--- config.mk ---
export PLATFORM = sky130hd
export DESIGN_NAME = translater_nch_flat
export DESIGN_NICKNAME = d
export VERILOG_FILES = /design/src/rtl/translater_nch_pkg.sv /design/src/rtl/translater_nch_if.sv /design/src/rtl/translater_nch_lane.sv /design/src/rtl/translater_nch.sv /design/src/flat_wrapper.sv
export SDC_FILE = /design/constraint.sdc
export NUM_CORES = 1
export LEC_CHECK = 0
export CAP_MARGIN = 30
export CORE_MARGIN = 2
export CORE_UTILIZATION = 30
export CTS_BUF_LIST = sky130_fd_sc_hd__clkbuf_4 sky130_fd_sc_hd__clkbuf_8
export CTS_CLUSTER_SIZE = 16
export DETAILED_ROUTE_END_ITERATION = 10
export REMOVE_ABC_BUFFERS = 1
export SKIP_CTS_REPAIR_TIMING = 1
export SYNTH_ARGS = -nofsm -noshare
export SYNTH_HDL_FRONTEND = slang
export SYNTH_SLANG_ARGS = --single-unit
--- constraint.sdc ---
create_clock -name clk -period 2.4 [get_ports clk]
set_input_delay 0.6 -clock clk [delete_from_list [all_inputs] [get_ports clk]]
set_output_delay 0.6 -clock clk [all_outputs]
set_load 0.03 [all_outputs]
--- src/rtl/translater_nch_pkg.sv ---
// Shared defaults and helpers for the multi-lane translater.
// CNT_W is always derived from HOLD_MAX through clog2.
package translater_nch_pkg;

  localparam int CHANNELS_DEF = 32'd4;
  localparam int WIDTH_DEF    = 32'd8;
  localparam int HOLD_MAX_DEF = 32'd15;

  function automatic int clog2(input int value);
    int result;
    result = 32'd0;
    for (int i = 0; i < 31; i++) begin
      if ((32'd1 << i) < value) result = i + 32'd1;
    end
    return result;
  endfunction

endpackage

--- src/rtl/translater_nch_if.sv ---
// Lane bus between the VC arbiter side and the QoS buffer side.
// The master drives the controls; the slave (the translater) returns the lane outputs.
interface translater_nch_if
  import translater_nch_pkg::*;
#(
  parameter int CHANNELS = CHANNELS_DEF,
  parameter int WIDTH    = WIDTH_DEF,
  parameter int HOLD_MAX = HOLD_MAX_DEF
) ();

  localparam int CNT_W = clog2(HOLD_MAX + 32'd1);

  logic                      ENB;
  logic [CHANNELS*WIDTH-1:0] in_data;
  logic [CHANNELS-1:0]       in_valid;
  logic [CHANNELS-1:0]       selector;
  logic [CHANNELS-1:0]       bypass_mask;
  logic [CHANNELS*WIDTH-1:0] out_data;
  logic [CHANNELS-1:0]       out_valid;
  logic [CHANNELS-1:0]       stale;
  logic [CHANNELS*CNT_W-1:0] hold_count;

  modport master (
    output ENB, in_data, in_valid, selector, bypass_mask,
    input  out_data, out_valid, stale, hold_count
  );

  modport slave (
    input  ENB, in_data, in_valid, selector, bypass_mask,
    output out_data, out_valid, stale, hold_count
  );

endinterface

--- src/rtl/translater_nch_lane.sv ---
// One translater lane: data register, capture pulse, saturating hold-age counter
// and a registered stale flag.
module translater_nch_lane
  import translater_nch_pkg::*;
#(
  parameter  int WIDTH    = WIDTH_DEF,
  parameter  int HOLD_MAX = HOLD_MAX_DEF,
  localparam int CNT_W    = clog2(HOLD_MAX + 32'd1)
) (
  input  logic             clk,
  input  logic             reset,
  input  logic             pass,
  input  logic             in_valid,
  input  logic [WIDTH-1:0] in_data,
  output logic [WIDTH-1:0] out_data,
  output logic             out_valid,
  output logic             stale,
  output logic [CNT_W-1:0] hold_count
);

  localparam logic [CNT_W-1:0] CNT_SAT = CNT_W'(HOLD_MAX);

  logic             cap;
  logic [CNT_W-1:0] count_next;

  // Capture decision and next hold age; the age saturates instead of wrapping.
  always_comb begin
    cap        = pass & in_valid;
    count_next = hold_count;
    if (cap) begin
      count_next = {CNT_W{1'b0}};
    end else if (hold_count == CNT_SAT) begin
      count_next = CNT_SAT;
    end else begin
      count_next = hold_count + CNT_W'(1);
    end
  end

  // Lane state; stale is registered from the next age so it never glitches.
  always_ff @(posedge clk) begin
    if (reset) begin
      out_data   <= {WIDTH{1'b0}};
      out_valid  <= 1'b0;
      hold_count <= {CNT_W{1'b0}};
      stale      <= 1'b0;
    end else begin
      if (cap) out_data <= in_data;
      out_valid  <= cap;
      hold_count <= count_next;
      stale      <= (count_next == CNT_SAT);
    end
  end

endmodule

--- src/rtl/translater_nch.sv ---
// Multi-lane translater: per-lane pass selection (selector when enabled,
// bypass mask otherwise) feeding independent lane instances.
module translater_nch
  import translater_nch_pkg::*;
#(
  parameter int CHANNELS = CHANNELS_DEF,
  parameter int WIDTH    = WIDTH_DEF,
  parameter int HOLD_MAX = HOLD_MAX_DEF
) (
  input  logic              clk,
  input  logic              reset,
  translater_nch_if.slave   bus
);

  localparam int CNT_W = clog2(HOLD_MAX + 32'd1);

  logic [CHANNELS-1:0] pass;
  logic [WIDTH-1:0]    lane_data  [CHANNELS];
  logic                lane_valid [CHANNELS];
  logic                lane_stale [CHANNELS];
  logic [CNT_W-1:0]    lane_count [CHANNELS];

  // Enabled lanes capture on selector=0; disabled lanes follow the bypass mask.
  always_comb begin
    pass = {CHANNELS{1'b0}};
    for (int i = 0; i < CHANNELS; i++) begin
      if (bus.ENB) begin
        pass[i] = ~bus.selector[i];
      end else begin
        pass[i] = bus.bypass_mask[i];
      end
    end
  end

  for (genvar g = 0; g < CHANNELS; g++) begin : g_lane
    translater_nch_lane #(
      .WIDTH    (WIDTH),
      .HOLD_MAX (HOLD_MAX)
    ) u_lane (
      .clk        (clk),
      .reset      (reset),
      .pass       (pass[g]),
      .in_valid   (bus.in_valid[g]),
      .in_data    (bus.in_data[g*WIDTH +: WIDTH]),
      .out_data   (lane_data[g]),
      .out_valid  (lane_valid[g]),
      .stale      (lane_stale[g]),
      .hold_count (lane_count[g])
    );
  end

  // Pack lane registers onto the bus.
  always_comb begin
    bus.out_data   = {(CHANNELS*WIDTH){1'b0}};
    bus.out_valid  = {CHANNELS{1'b0}};
    bus.stale      = {CHANNELS{1'b0}};
    bus.hold_count = {(CHANNELS*CNT_W){1'b0}};
    for (int i = 0; i < CHANNELS; i++) begin
      bus.out_data[i*WIDTH +: WIDTH]   = lane_data[i];
      bus.out_valid[i]                 = lane_valid[i];
      bus.stale[i]                     = lane_stale[i];
      bus.hold_count[i*CNT_W +: CNT_W] = lane_count[i];
    end
  end

endmodule
--- src/flat_wrapper.sv ---
// flat-port wrapper written by rule: the top's interface ports become plain ports
module translater_nch_flat import translater_nch_pkg::*;
#(
  parameter int CHANNELS = CHANNELS_DEF,
  parameter int WIDTH    = WIDTH_DEF,
  parameter int HOLD_MAX = HOLD_MAX_DEF
)
  (clk, reset, bus_ENB, bus_in_data, bus_in_valid, bus_selector, bus_bypass_mask, bus_out_data, bus_out_valid, bus_stale, bus_hold_count);
  translater_nch_if #(.CHANNELS(CHANNELS), .WIDTH(WIDTH), .HOLD_MAX(HOLD_MAX)) bus_i ();
  input  logic clk;
  input  logic reset;
  input wire logic [$bits(bus_i.ENB)-1:0] bus_ENB;
  input wire logic [$bits(bus_i.in_data)-1:0] bus_in_data;
  input wire logic [$bits(bus_i.in_valid)-1:0] bus_in_valid;
  input wire logic [$bits(bus_i.selector)-1:0] bus_selector;
  input wire logic [$bits(bus_i.bypass_mask)-1:0] bus_bypass_mask;
  output wire logic [$bits(bus_i.out_data)-1:0] bus_out_data;
  output wire logic [$bits(bus_i.out_valid)-1:0] bus_out_valid;
  output wire logic [$bits(bus_i.stale)-1:0] bus_stale;
  output wire logic [$bits(bus_i.hold_count)-1:0] bus_hold_count;
  assign bus_i.ENB = bus_ENB;
  assign bus_i.in_data = bus_in_data;
  assign bus_i.in_valid = bus_in_valid;
  assign bus_i.selector = bus_selector;
  assign bus_i.bypass_mask = bus_bypass_mask;
  assign bus_out_data = bus_i.out_data;
  assign bus_out_valid = bus_i.out_valid;
  assign bus_stale = bus_i.stale;
  assign bus_hold_count = bus_i.hold_count;
  translater_nch #(.CHANNELS(CHANNELS), .WIDTH(WIDTH), .HOLD_MAX(HOLD_MAX)) u_core (.clk(clk), .reset(reset), .bus(bus_i));
endmodule
# ---- Word-level counts from Yosys, hierarchy flattened
# Index checks and enable logic that the tools add are counted.
# Widths: inputs -> output; s select.
dict set report totals {
  output_inout_bits 56
  input_bits 47
  ff_bits 56
  wordCells 48
}
dict set report op_classes {
  bitwise_logic 8
  n_addsub 4
  eq_ne 8
  muxes 12
}
# operator n
set ops {}
lappend ops {{$eq 4x4->1 const B} 8}
lappend ops {{$mux 4} 8}
lappend ops {{$add 4x1->4 const B} 4}
lappend ops {{$and 1x1->1} 4}
lappend ops {{$mux 1} 4}
lappend ops {{$not 1->1} 4}

# ---- Logic depth before layout (Yosys ltp)
dict set report logic_depth {
  word_depth 5
  depth_mapped 6
  mapped_depth_nobuf 4
}

# ---- Cells and area by module
# Synthesis repeated with hierarchy kept, for this count alone.
dict set report unflattened {
  hier_cells 245
  area_unflattened_um2 2417.3
}
# mod area_per_inst_um2 cells_each n_inst seq_area_each_um2
set by_module_without_submodules {}
lappend by_module_without_submodules {translater_nch_lane 589.3 59 4 280.3}
lappend by_module_without_submodules {translater_nch 60.1 9 1 0.0}

# ---- Least setup slack after synthesis
# Ideal clock, no wire load.
dict set report synth_path {
  path_kind {input -> register}
  start {in reset}
  end {reg u_core.g_lane[2].u_lane.out_data[1]}
  slack_ns 0.816
  cell_stages 6
  setup_time_ns 0.117
  required_time_ns 2.283
  n_path_buf 3
  t_arrival_ns 1.467
  path_cell_list {buf_4 > inv_1 > buf_2 > and4_1 > buf_2 > a22o_1}
}
# element line_no
set synth_lines {}
lappend synth_lines {{start: declaration} flat_wrapper.sv:11} ;# input logic reset;
lappend synth_lines {{end signal: assignment} translater_nch_lane.sv:42} ;# out_data <= {WIDTH{1'b0}};
lappend synth_lines {{end signal: assignment} translater_nch_lane.sv:47} ;# if (cap) out_data <= in_data;
lappend synth_lines {{end: declaration} translater_nch_lane.sv:15} ;# output logic [WIDTH-1:0] out_data,

# ---- Final worst setup path
dict set report layout_path {
  start {reg u_core.g_lane[0].u_lane.hold_count[2]}
  end {out bus_hold_count[2]}
}
# element line_no
set layout_lines {}
lappend layout_lines {{start: declaration} translater_nch_lane.sv:18} ;# output logic [CNT_W-1:0] hold_count
lappend layout_lines {{start signal: assignment} translater_nch_lane.sv:44} ;# hold_count <= {CNT_W{1'b0}};
lappend layout_lines {{start signal: assignment} translater_nch_lane.sv:49} ;# hold_count <= count_next;
lappend layout_lines {{end: declaration} flat_wrapper.sv:20} ;# output wire logic [$bits(bus_i.hold_count)-1:0] bus_hold_count;
# No word-level cell between the ends.

==> impl_metrics.tcl <==
set metrics [dict create \
    dp_cells 390 \
    holdPathStages 2 \
    io_pins 103 \
    layout-drive-gt1-share_pct 9.36 \
    area_growth_pct 51.2 \
    dieArea_sq_um 8250 \
    num_vias 1870 \
    postSynthCellCount 206 \
    clockRootBuffer "clkbuf_8" \
    path_delay_family "buffers and inverters" \
    period_share_pct 88.1 \
    wl_per_cell_um 13.1 \
    wirelength_mm 5.21 \
    track_usage_pct 12.4 \
    clock-sinks 56 \
    crit_required_ns 1.80 \
    p_leak_uw 0.00123 \
    setup_tns_ns 0 \
    place_hpwl_mm 3.83 \
    stdcell_count 398 \
    grt_max_degree 18 \
    clk_pin_slew_ns 0.10 \
    seqCellArea_sq_um 1120 \
    ys_warn_count 0 \
    ys_dominant_reg_cell "dfxtp_1" \
    grt_pass1_vias 1768 \
    setup_viol 0 \
    cp_max_fo 8 \
    portBuffers 102 \
    multi_input_area_sq_um 953 \
    synth_seq_cells 56 \
    drcViolationCount 0 \
    start_kind "flip-flop" \
    numCtsBuffers 5 \
    drtPass1Iterations 4 \
    synth.avg_cell_area_sq_um 11.0 \
    ant_nets 0 \
    routabilityCongestion 0.821 \
    cts_tree "done" \
    via_per_inst 4.70 \
    htreeDepth 2 \
    fp.coreArea_sq_um 7290 \
    relSlewSlack_pct 72.9 \
    antenna_found_initial 0 \
    status "finished, final reports clean" \
    synthTopCellsByCount "dfxtp_1, a22o_1, inv_1" \
    antennaDiodeCount 0 \
    num_rows 31 \
    globalRouteOverflowTotal 0 \
    finalCriticalPeriod_ns 2.12 \
    cp.depth 1 \
    ir_worst_vdd_uv 304 \
    worst-r2r-cell-count 4 \
    nets 349 \
    ys_top_cells_by_area "dfxtp_1, a22o_1, buf_4, o31ai_2, o2111ai_1" \
    hold_path_class "flip-flop to flip-flop" \
    arrival_ns 1.52 \
    cp_cell_sequence "clkdlybuf4s50_1" \
    synth_cell_types 34 \
    slew_viol_final 0 \
    drv_cap 0 \
    synthesis.area_sq_um 2260 \
    skew_ns 0.00165 \
    cts_buffer_depth 2 \
    grt_pass1_wl_mm 8.40 \
    seq_area_frac_synth_pct 49.6 \
    die_x_um 90.8 \
    yosysTopAreaCell "dfxtp_1" \
    worst_pin_slew_ns 0.407 \
    clock_latency_ns 0.30 \
    p_per_area_nw_per_um2 598 \
    critPathCaptureType "output port" \
    synth_most_common_cell "dfxtp_1" \
    rsz0062_at_grt "false" \
    yosys.area.top_type_share_pct 49.6 \
    postSynth.asyncResetShare_pct 0 \
    dp_slack_ns 0.250 \
    drt_iter0_drc 77 \
    hold_violations 0 \
    die_h_um 90.8 \
    synth_edf_count 0 \
    nFillCells 705 \
    start_util_pct 31.0 \
    fmax_ghz 0.473 \
    path_class "flip-flop to output port" \
    crit_path_max_incr_delay_ns 0.73 \
    critPathBufInv 1 \
    crit_path_top_delay_cell "clkdlybuf4s50_1" \
    setup_ws_ns 0.285 \
]
-- metal layers --
layer,wire length (um),vias to the layer above,global-route usage (%)
met5,0,-,0
met4,61,0,3.41
met3,378,6,4.34
met2,2300,74,19.3
met1,2460,848,16.2
li1,-,942,-
-- final timing paths --
kind                            slack (ns)                                             start                                                to
worst max-delay path                  0.28  u_core.g_lane[0].u_lane.hold_count[2]$_SDFF_PP0_                                 bus_hold_count[2]
worst min-delay path                  0.48  u_core.g_lane[0].u_lane.out_data[3]$_SDFFE_PP0P_  u_core.g_lane[0].u_lane.out_data[3]$_SDFFE_PP0P_
worst max register to register        0.98  u_core.g_lane[0].u_lane.hold_count[0]$_SDFF_PP0_          u_core.g_lane[0].u_lane.stale$_SDFF_PP0_
worst min register to register        0.48  u_core.g_lane[0].u_lane.out_data[3]$_SDFFE_PP0P_  u_core.g_lane[0].u_lane.out_data[3]$_SDFFE_PP0P_
-- worst reg2reg max path, delay by kind of cell, from the launching register on --
kind	cells	cell delay [ns]
AOI/OAI and AO/OA	2	0.41
DFF	1	0.45
and+or+nand+nor	1	0.17
adders and majority gates	1	0.31
-- cell type report --
cell class	instances	area share (%)
inverter	13	1.43
clock buffer	6	2.41
sequential	56	32.8
multi-input combinational	116	27.9
clock inverter	2	1.13
tap	99	3.62
timing repair buffer	106	30.7
-- layout by cell type, fill, tap and decap left out, types with 3 or more instances in the layout --
master and instances:
inv_1 13, buf_4 4, and3_1 3, and4_1 3, nor3b_1 9, o31ai_1 4
nand2_1 6, a31oi_4 3, nor2_1 6, nand3_1 9, o31ai_2 7, clkdlybuf4s50_1 102
or2_1 3, dfxtp_1 56, a21boi_0 6, clkbuf_8 6, a22o_1 24, o2111ai_1 8
ha_1 4, a31oi_1 3
-- registers in the layout, summed over array words and instances, names as in the netlist --
register                         flops
u_core.g_lane.u_lane.out_data       32
u_core.g_lane.u_lane.hold_count     16
u_core.g_lane.u_lane.stale           4
u_core.g_lane.u_lane.out_valid       4
-- where the power goes --
group	switching, uW	total (uW)	internal [uW]
logic	199	393	194
clock network	302	643	342
registers	33.9	1010	976
-- stage by stage --
step / hold slack, ns / total power, uW / utilization [%] / instance area (sq um)
6_report: 0.478 / 2050 / 46.9 / 3420
5_1_grt: 0.503 / 2140 / 46.9 / 3420
4_1_cts: 0.480 / 2070 / 46.9 / 3420
3_5_place_dp: 0.464 / 1430 / 45.2 / 3300
3_3_place_gp: 0.459 / 1430 / 45.2 / 3300
2_1_floorplan: 0.584 / 1220 / - / 2120
-- cell families after synthesis --
logic type               synth area share, %
flip-flops                              49.6
AND/OR/NAND/NOR                         12.8
AO/OA/AOI/OAI                           26.8
adder cells (fa/ha/maj)                 2.21
XOR/XNOR                               0.387
buffers and inverters                   8.30
(Power assumes the default switching activity.)
